--- src/rtl/csr_trap_sequencer.sv ---
// Sequences Zicsr writes, ecall trap entry and mret return onto the single CSR write/read port pair.
// Latency: write 1 cycle + done; ecall redirect at T+5; mret redirect at T+3; reserved kind done at T+1.
// Backpressure: req_ready only in IDLE; one request in flight, inputs ignored while busy, no queue.
module csr_trap_sequencer #(
  parameter int          XLEN        = 32,
  parameter int unsigned ECALL_CAUSE = 11
) (
  input  logic            clk,
  input  logic            rst,
  input  logic            req_valid,
  output logic            req_ready,
  input  logic [1:0]      req_kind,
  input  logic [XLEN-1:0] req_pc,
  input  logic [11:0]     req_csr_addr,
  input  logic [XLEN-1:0] req_wdata,
  output logic            csr_wen,
  output logic [11:0]     csr_waddr,
  output logic [XLEN-1:0] csr_wdata,
  output logic [11:0]     csr_raddr,
  input  logic [XLEN-1:0] csr_rdata,
  output logic            redir_valid,
  output logic [XLEN-1:0] redir_pc,
  output logic            done,
  output logic            busy
);

  localparam logic [11:0] CSR_MSTATUS = 12'h300;
  localparam logic [11:0] CSR_MTVEC   = 12'h305;
  localparam logic [11:0] CSR_MEPC    = 12'h341;
  localparam logic [11:0] CSR_MCAUSE  = 12'h342;

  localparam logic [1:0] KIND_WRITE = 2'd0;
  localparam logic [1:0] KIND_ECALL = 2'd1;
  localparam logic [1:0] KIND_MRET  = 2'd2;

  // mstatus field positions
  localparam int MIE_BIT  = 3;
  localparam int MPIE_BIT = 7;
  localparam int MPP_LO   = 11;
  localparam int MPP_HI   = 12;

  typedef enum logic [3:0] {
    S_IDLE,
    S_W_CSR,
    S_W_EPC,
    S_W_CAUSE,
    S_W_STAT_E,
    S_RD_TVEC,
    S_RD_EPC,
    S_W_STAT_R,
    S_REDIR,
    S_FIN
  } state_t;

  state_t            state;
  logic [XLEN-1:0]   target;       // redirect target captured from mtvec/mepc
  logic [XLEN-1:0]   redir_pc_q;   // only updated when a redirect is issued
  logic              wen_q;
  logic [11:0]       waddr_q;
  logic [XLEN-1:0]   wdata_q;
  logic [11:0]       raddr_q;
  logic              redir_q;
  logic              done_q;
  logic              busy_q;
  logic              ready_q;

  logic [XLEN-1:0]   stat_enter;   // mstatus image for trap entry
  logic [XLEN-1:0]   stat_return;  // mstatus image for mret

  // FSM: each transition loads the output registers for the state being entered,
  // so every control output is a flop and the CSR port timing is fixed per state.
  always_ff @(posedge clk) begin
    if (rst) begin
      state      <= S_IDLE;
      target     <= '0;
      redir_pc_q <= '0;
      wen_q      <= 1'b0;
      waddr_q    <= '0;
      wdata_q    <= '0;
      raddr_q    <= '0;
      redir_q    <= 1'b0;
      done_q     <= 1'b0;
      busy_q     <= 1'b0;
      ready_q    <= 1'b1;   // gated by rst at the port, so IDLE is ready once rst drops
    end else begin
      wen_q   <= 1'b0;
      waddr_q <= '0;
      wdata_q <= '0;
      raddr_q <= '0;
      redir_q <= 1'b0;
      done_q  <= 1'b0;
      busy_q  <= 1'b1;
      ready_q <= 1'b0;
      case (state)
        S_IDLE: begin
          if (req_valid) begin
            case (req_kind)
              KIND_WRITE: begin
                state   <= S_W_CSR;
                wen_q   <= 1'b1;
                waddr_q <= req_csr_addr;
                wdata_q <= req_wdata;
              end
              KIND_ECALL: begin
                // mepc goes first so the trapping PC is safe before mstatus changes
                state   <= S_W_EPC;
                wen_q   <= 1'b1;
                waddr_q <= CSR_MEPC;
                wdata_q <= req_pc;
              end
              KIND_MRET: begin
                state   <= S_RD_EPC;
                raddr_q <= CSR_MEPC;
              end
              default: begin
                // reserved kind: acknowledge without touching the CSR file
                state  <= S_FIN;
                done_q <= 1'b1;
              end
            endcase
          end else begin
            state   <= S_IDLE;
            busy_q  <= 1'b0;
            ready_q <= 1'b1;
          end
        end
        S_W_CSR: begin
          state  <= S_FIN;
          done_q <= 1'b1;
        end
        S_W_EPC: begin
          state   <= S_W_CAUSE;
          wen_q   <= 1'b1;
          waddr_q <= CSR_MCAUSE;
          wdata_q <= XLEN'(ECALL_CAUSE);
        end
        S_W_CAUSE: begin
          // mstatus write data is formed combinationally from the live read
          state   <= S_W_STAT_E;
          wen_q   <= 1'b1;
          waddr_q <= CSR_MSTATUS;
          raddr_q <= CSR_MSTATUS;
        end
        S_W_STAT_E: begin
          state   <= S_RD_TVEC;
          raddr_q <= CSR_MTVEC;
        end
        S_RD_TVEC: begin
          // direct mode only: vectored-mode bits are dropped
          state      <= S_REDIR;
          target     <= {csr_rdata[XLEN-1:2], 2'b00};
          redir_pc_q <= {csr_rdata[XLEN-1:2], 2'b00};
          redir_q    <= 1'b1;
          done_q     <= 1'b1;
        end
        S_RD_EPC: begin
          state   <= S_W_STAT_R;
          target  <= csr_rdata;
          wen_q   <= 1'b1;
          waddr_q <= CSR_MSTATUS;
          raddr_q <= CSR_MSTATUS;
        end
        S_W_STAT_R: begin
          state      <= S_REDIR;
          redir_pc_q <= target;
          redir_q    <= 1'b1;
          done_q     <= 1'b1;
        end
        S_REDIR, S_FIN: begin
          state   <= S_IDLE;
          busy_q  <= 1'b0;
          ready_q <= 1'b1;
        end
        default: begin
          state   <= S_IDLE;
          busy_q  <= 1'b0;
          ready_q <= 1'b1;
        end
      endcase
    end
  end

  // mstatus images: trap entry stacks MIE into MPIE, mret restores it; MPP stays M-mode
  always_comb begin
    stat_enter              = csr_rdata;
    stat_enter[MPIE_BIT]    = csr_rdata[MIE_BIT];
    stat_enter[MIE_BIT]     = 1'b0;
    stat_enter[MPP_HI:MPP_LO] = 2'b11;

    stat_return               = csr_rdata;
    stat_return[MIE_BIT]      = csr_rdata[MPIE_BIT];
    stat_return[MPIE_BIT]     = 1'b1;
    stat_return[MPP_HI:MPP_LO] = 2'b11;
  end

  // write data: read-modify-write states use the value read in the same cycle
  always_comb begin
    csr_wdata = wdata_q;
    if (rst) begin
      csr_wdata = '0;
    end else if (state == S_W_STAT_E) begin
      csr_wdata = stat_enter;
    end else if (state == S_W_STAT_R) begin
      csr_wdata = stat_return;
    end
  end

  // every output is forced low while reset is held, including mid-sequence
  assign req_ready   = ready_q & ~rst;
  assign busy        = busy_q & ~rst;
  assign csr_wen     = wen_q & ~rst;
  assign csr_waddr   = rst ? 12'h000 : waddr_q;
  assign csr_raddr   = rst ? 12'h000 : raddr_q;
  assign redir_valid = redir_q & ~rst;
  assign redir_pc    = rst ? '0 : redir_pc_q;
  assign done        = done_q & ~rst;

endmodule
--- config.mk ---
export PLATFORM = sky130hd
export DESIGN_NAME = csr_trap_sequencer
export DESIGN_NICKNAME = d
export VERILOG_FILES = /design/src/rtl/csr_trap_sequencer.sv
export SDC_FILE = /design/constraint.sdc
export NUM_CORES = 1
export LEC_CHECK = 0
export CORE_ASPECT_RATIO = 0.6
export CORE_MARGIN = 2
export CORE_UTILIZATION = 45
export DETAILED_ROUTE_END_ITERATION = 10
export PLACE_DENSITY = 0.85
export SLEW_MARGIN = 20
export SYNTH_ARGS = -nofsm -noshare
export SYNTH_HDL_FRONTEND = slang
export SYNTH_SLANG_ARGS = --single-unit
--- constraint.sdc ---
create_clock -name clk -period 1.54 [get_ports clk]
set_clock_uncertainty 0.1 [all_clocks]
set_input_delay 0.154 -clock clk [delete_from_list [all_inputs] [get_ports clk]]
set_output_delay 0.154 -clock clk [all_outputs]
set_load 0.005 [all_outputs]
==> results of run 1 <==
[how the worst min path moves through the flow]
stage	start	end	slack, ns	depth (start not counted)
finish	rst	waddr_q[8]$_SDFF_PP0_	0.17	3
global route	rst	target[26]$_SDFFE_PP0P_	0.16	3
CTS	rst	target[26]$_SDFFE_PP0P_	0.15	3
detailed placement	redir_pc_q[1]$_SDFFE_PP0P_	redir_pc_q[1]$_SDFFE_PP0P_	0.34	2
global placement	redir_pc_q[0]$_SDFFE_PP0P_	redir_pc_q[0]$_SDFFE_PP0P_	0.34	2
floorplan	req_wdata[10]	wdata_q[10]$_SDFF_PP0_	0.20	2
[cell type report]
| type | count | area (um^2) |
|---|---|---|
| Timing Repair Buffer | 322 | 3130 |
| Clock inverter | 9 | 100 |
| Fill cell | 729 | 2380 |
| Clock buffer | 20 | 467 |
| Inverter | 8 | 30.0 |
| Tap cell | 165 | 206 |
| Sequential cell | 121 | 2430 |
| Multi-Input combinational cell | 482 | 3510 |
[per-stage QoR]
stage | setup TNS, ns | std cells
2_1_floorplan | 0 | 693
3_3_place_gp | -22.18 | 1069
3_5_place_dp | -25.40 | 1069
4_1_cts | -15.71 | 1122
5_1_grt | -25.62 | 1127
6_report | -19.64 | 1127
[power by group]
group	switching [mW]	leakage, nW	internal, mW
Combinational	2.33	2.60	2.23
Sequential	0.124	0.981	3.35
Clock	1.37	0.279	2.47
Total	3.82	3.86	8.05
[worst max-delay path: stages, from the launching register on]
cell     delay (ns)
dfxtp_2        0.34
buf_12         0.14
xor2_4         0.19
buf_12         0.14
buf_6          0.17
o21ai_0        0.12
a21oi_2        0.20
buf_2          0.16
[routing by layer]
| layer | share of wire | vias up | GRT usage |
|---|---|---|---|
| li1 | - | 2960 | - |
| met5 | 0 | - | 0 |
| met1 | 0.42 | 3067 | 0.432 |
| met4 | 0.025 | 0 | 0.0896 |
| met2 | 0.45 | 399 | 0.464 |
| met3 | 0.099 | 70 | 0.0864 |
[state kept, by name, indices dropped and copies added (netlist names)]
register	cells
redir_q	1
target	32
waddr_q	12
done_q	1
wdata_q	32
ready_q	1
raddr_q	4
busy_q	1
redir_pc_q	32
wen_q	1
state	4
[placed cells by master (no fill, tap or decap), types with 16 or more instances in the layout]
cell type        Yosys  final
nand3_1             63     44
clkbuf_16            0     20
nor2_1              67     60
buf_4               19     85
a21oi_1             70     37
clkdlybuf4s50_1      0    111
nor2b_1             58     52
mux2i_1             30     30
a21oi_2              0     31
buf_2               28     32
o21ai_2              0     30
dfxtp_1            121    117
o21ai_1              7     21
a22oi_1             32     29
dlygate4sd2_1        0     53
buf_12               0     16
a211oi_1            32     31
[kinds of logic (layout without fill, tap and decap cells)]
logic type | Yosys count | in the layout | synth area share
AO/OA/AOI/OAI | 218 | 218 | 0.229
XOR/XNOR | 2 | 2 | 0.00568
adder cells (fa/ha/maj) | 6 | 6 | 0.0127
buffers and inverters | 90 | 359 | 0.0775
flip-flops | 121 | 121 | 0.423
multiplexers | 30 | 30 | 0.0524
other | 1 | 7 | 0.000654
AND/OR/NAND/NOR | 219 | 219 | 0.200
[synthesized netlist by cell type (2+ instances only)]
cell type and instances:
ha_1 5, a31o_2 3, dfxtp_1 121, buf_2 28
nand2_1 4, and4b_1 3, and3b_1 2, inv_1 8
clkbuf_1 35, nor2b_1 58, buf_4 19, a21oi_1 70
mux2i_1 30, nand3_1 63, o31ai_1 3, a22oi_1 32
nor2_1 67, a211oi_1 32, a31oi_1 4, and3_1 7
nand3b_1 2, o21ai_0 58, o21ai_1 7, nor3_1 3
nor3b_1 2, and2_1 2
[what timing repair did]
item	in CTS	in global routing
setup endpoints to repair	144	120
pin swaps	36	33
cloned	6	3
resized for setup	315	89
setup buffers	18	5
==> metrics.cfg, run 1 <==
[status]
status=finished with violations
violations=negative setup slack

[critical_path]
path_max_fanout=13
cp-endpoint=csr_wdata[19]
rr_worst_depth=10
cp-startpoint=state[0]$_SDFF_PP0_
setup.worst_path.class=reg2out
r2r_slack_ns=-0.34
rr_endpoint=target[25]$_SDFFE_PP0P_
r2r_start=state[0]$_SDFF_PP0_
cp-end-kind=output pin
start_kind=register
cp.arrival_ns=1.86
critPathRequiredTime_ns=1.29

[final_layout]
post-route-util=0.806
nets=1070
n_antenna_cell=0
syn_to_final_growth_pct=72.2
final_area_um2=9870
drive_gt1_frac=0.327

[sta]
clock.fmax_mhz=473
period_share=1.37
period_needed_ns=2.11
rsz0062_at_grt=yes
hold_slack_ns=0.172
hold_violations=0
timing.final.ws_setup_ns=-0.574
slew_viol_final=0
setup_viol=84

[pwr]
ir_drop_v=0.00107
totalPowerFinal_mw=11.9
powerDensity_nw_per_um2=1200
p_leak_nw=3.86

[synthesis]
synth-edff-count=0
synthTopCellsByArea=dfxtp_1 42%, nor2b_1 6.3%, a21oi_1 6.1%
yosysTopAreaCell=dfxtp_1
ys_types=45
ys_warn_count=0
ys_async_sr_fraction=0
synthFlopType=dfxtp_1
syn_area_um2=5730
yosys_register_bits=121
yosysTopAreaCellShare=0.423
avgSynthCellArea_um2=8.34
seq_area_frac_synth=0.423
syn_inst=687

[die]
ioPinCount=206
coreArea_um2=12300
fp.dieW_um=150
fp.dieArea_um2=13700
fp.dieH_um=91.4
std_cell_rows=31
initial_core_util=0.468

[clock_network]
clock_sinks=121
clkTransAtPathRegs_ns=0.05
cts_tree=done
cts_root_buf=clkbuf_16
clk_latency_ns=0.40
cts_hold_buf=0
htree_num_levels=4
cts_buffer_depth=2
numCtsBuffers=17

[place]
place_congestion=0.912
port_buffers=198
hpwl_um=14200
place_area_um2=8440
dp_slack_ns=-0.535

[drt]
route.detailed.drc=0
via_per_inst=5.76
drt_iter0_drc=688
first_pass_iters=6
drtAntennaViolNets=0
wirelength_um=23200
vias=6496
wire_per_inst_um=20.6

[global_routing]
grt_overflow=0
grtUsageTotal=0.309
grt_max_degree=33
grt_pass1_vias=6074
grt_pass1_wl_um=32800
antenna_found_initial=0

[run]
drv_cap=0

[worst_hold_path]
min_path_type=in2reg

(Power assumes the default switching activity.)
==> inputs of run 2 (changes only) <==
SETUP_SLACK_MARGIN = 0.1   (was default)
==> metrics.cfg, run 2 (synthesis gave the netlist of run 1 again) <==
[global_routing]
antenna_found_initial=0  ; unchanged
grtUsageTotal=0.342  ; +0.0333
grt_max_degree=30  ; -9.1%
grt_pass1_wl_um=36000  ; +9.8%
grt_overflow=0  ; unchanged
grt_pass1_vias=6425  ; +5.8%

[status]
status=finished with violations
violations=negative setup slack

[final_layout]
nets=1123  ; +5.0%
post-route-util=0.913  ; +0.108
reg.largest.list=redir_pc_q (32), target (32), wdata_q (32)
final_cell_mix=115 x dfxtp_1, 111 x clkdlybuf4s50_1, 87 x buf_4
filler_cell_count=366  ; -50%
final_area_um2=11200  ; +13%
final_common_cell=dfxtp_1
n_antenna_cell=0  ; unchanged
drive_gt1_frac=0.454  ; +0.127
syn_to_final_growth_pct=95.3

[drt]
via_per_inst=6.81  ; +18%
drt_iter0_drc=1086  ; +58%
drtAntennaViolNets=0  ; unchanged
route.detailed.drc=0  ; unchanged
vias=8053  ; +24%
first_pass_iters=6  ; unchanged
wirelength_um=34000  ; +46%
wire_per_inst_um=28.7  ; +39%

[critical_path]
cp_common_cell=buf_12
critPathRequiredTime_ns=1.29  ; about the same
critPathTopFamily=buffers and inverters
cp.arrival_ns=2.02  ; +0.16 ns
setup.worst_path.class=reg2out
max_stage_delay_ns=0.38  ; +0.04 ns
start_kind=register
path_cells=buf_12, xor2_4, buf_6, buf_16, buf_12, o21ai_2, a21oi_2, buf_2
cp_slowest_cell=dfxtp_4
cp-end-kind=output pin
path_max_fanout=4  ; -9
critPathBufInv=5  ; +1

[die]
fp.dieArea_um2=13700  ; unchanged
ioPinCount=206  ; unchanged
initial_core_util=0.468  ; unchanged
fp.dieH_um=91.4  ; unchanged
std_cell_rows=31  ; unchanged
coreArea_um2=12300  ; unchanged
fp.dieW_um=150  ; unchanged

[pwr]
p_int_mw=8.88  ; +10%
power_switching_share=0.354  ; +0.0320
switchingPower_mw=4.87  ; +27%
pwr-share-seq=0.257  ; -0.036
pwr-share-clk=0.305  ; -0.019
p_leak_nw=4.27  ; +11%
totalPowerFinal_mw=13.8  ; +16%
powerDensity_nw_per_um2=1230  ; +2.2%
ir_drop_v=0.000906  ; -15%
p_comb_frac=0.438  ; +0.054

[clock_network]
clk_latency_ns=0.43  ; +0.03 ns
cts_tree=done
numCtsBuffers=17  ; unchanged
cts_buffer_depth=2  ; unchanged
cts_hold_buf=0  ; unchanged
htree_num_levels=4  ; unchanged
clkTransAtPathRegs_ns=0.06  ; about the same
cts_root_buf=clkbuf_16
clock_sinks=121  ; unchanged

[place]
place_congestion=0.902  ; -1.0%
place_area_um2=8490  ; +0.65%
port_buffers=198  ; unchanged
hpwl_um=14100  ; -0.94%

[sta]
setup_viol=147  ; +75%
hold_violations=0  ; unchanged
clock.fmax_mhz=440  ; -6.9%
timing.final.ws_setup_ns=-0.732  ; -0.158 ns
tightest_slew_ns=0.626
period_share=1.48  ; +0.103
slew_headroom=0.578
rsz0062_at_grt=yes
period_needed_ns=2.27  ; +0.158 ns
slew_viol_final=0  ; unchanged

[worst_hold_path]
min_path_type=in2reg

[run]
drv_cap=0  ; unchanged

## run 2: changes by cell type in the layout (fill, tap and decap cells not counted), moves of 10 or more
cell	delta
a211oi_2	+24
a21oi_1	-14
a211oi_1	-24
nor2_1	-17
buf_6	+37
a21oi_2	+15
o21ai_1	-10
nor2_4	+21
nand3_1	-16
## run 2: cell type report
cell class                      instances  area [um^2]  share of cell area
Clock inverter                          9          123              0.0110
Multi-Input combinational cell        482         4100               0.366
Tap cell                              165          206              0.0184
Inverter                                8         30.0             0.00268
Timing Repair Buffer                  375         3840               0.343
Sequential cell                       121         2430               0.217
Clock buffer                           22          464              0.0415
## run 2: per-layer routing
layer | vias up | part of all wire | GRT usage
li1 | 3073 | - | -
met1 | 3722 | 0.35 | 0.457
met2 | 951 | 0.44 | 0.536
met3 | 307 | 0.13 | 0.0869
met4 | 0 | 0.083 | 0.125
met5 | - | 0 | 0
## run 2: metrics by stage
step | setup WS [ns] | std cells | TNS, ns | hold slack, ns
after floorplan | 0.108 | 693 | 0 | 0.198
after global placement | -0.525 | 1078 | -22.89 | 0.347
after detailed placement | -0.513 | 1078 | -26.39 | 0.351
after CTS | -0.528 | 1147 | -21.83 | 0.145
after global routing | -0.810 | 1182 | -58.45 | 0.160
final | -0.732 | 1182 | -54.67 | 0.164
## run 2: final timing paths
path,from,to,slack (ns),cells after the start
worst max-delay path,state[0]$_SDFF_PP0_,csr_wdata[22],-0.73,8
worst min-delay path,rst,waddr_q[9]$_SDFF_PP0_,0.16,3
worst max register to register,state[0]$_SDFF_PP0_,target[28]$_SDFFE_PP0P_,-0.54,11
worst min register to register,target[17]$_SDFFE_PP0P_,target[17]$_SDFFE_PP0P_,0.37,2
## run 2: worst min-delay path: cells and delay by family
family,cells,cell delay [ns]
compound gates,1,0.10
buf+inv,2,0.39
## run 2: power by group through the flow
stage	Clock, mW	Sequential [mW]	Combinational (mW)
finish	4.20	3.53	6.02
global route	4.30	3.53	6.12
CTS	4.02	3.46	4.16
detailed placement	0	3.52	2.93
global placement	0	3.50	2.88
floorplan	0	3.47	1.47
## run 2: repair_timing
item	in CTS	in global routing
pin swaps	44	125
gates cloned	10	11
endpoints found under the setup margin	185	162
gates resized for setup	341	250
buffers inserted	29	29
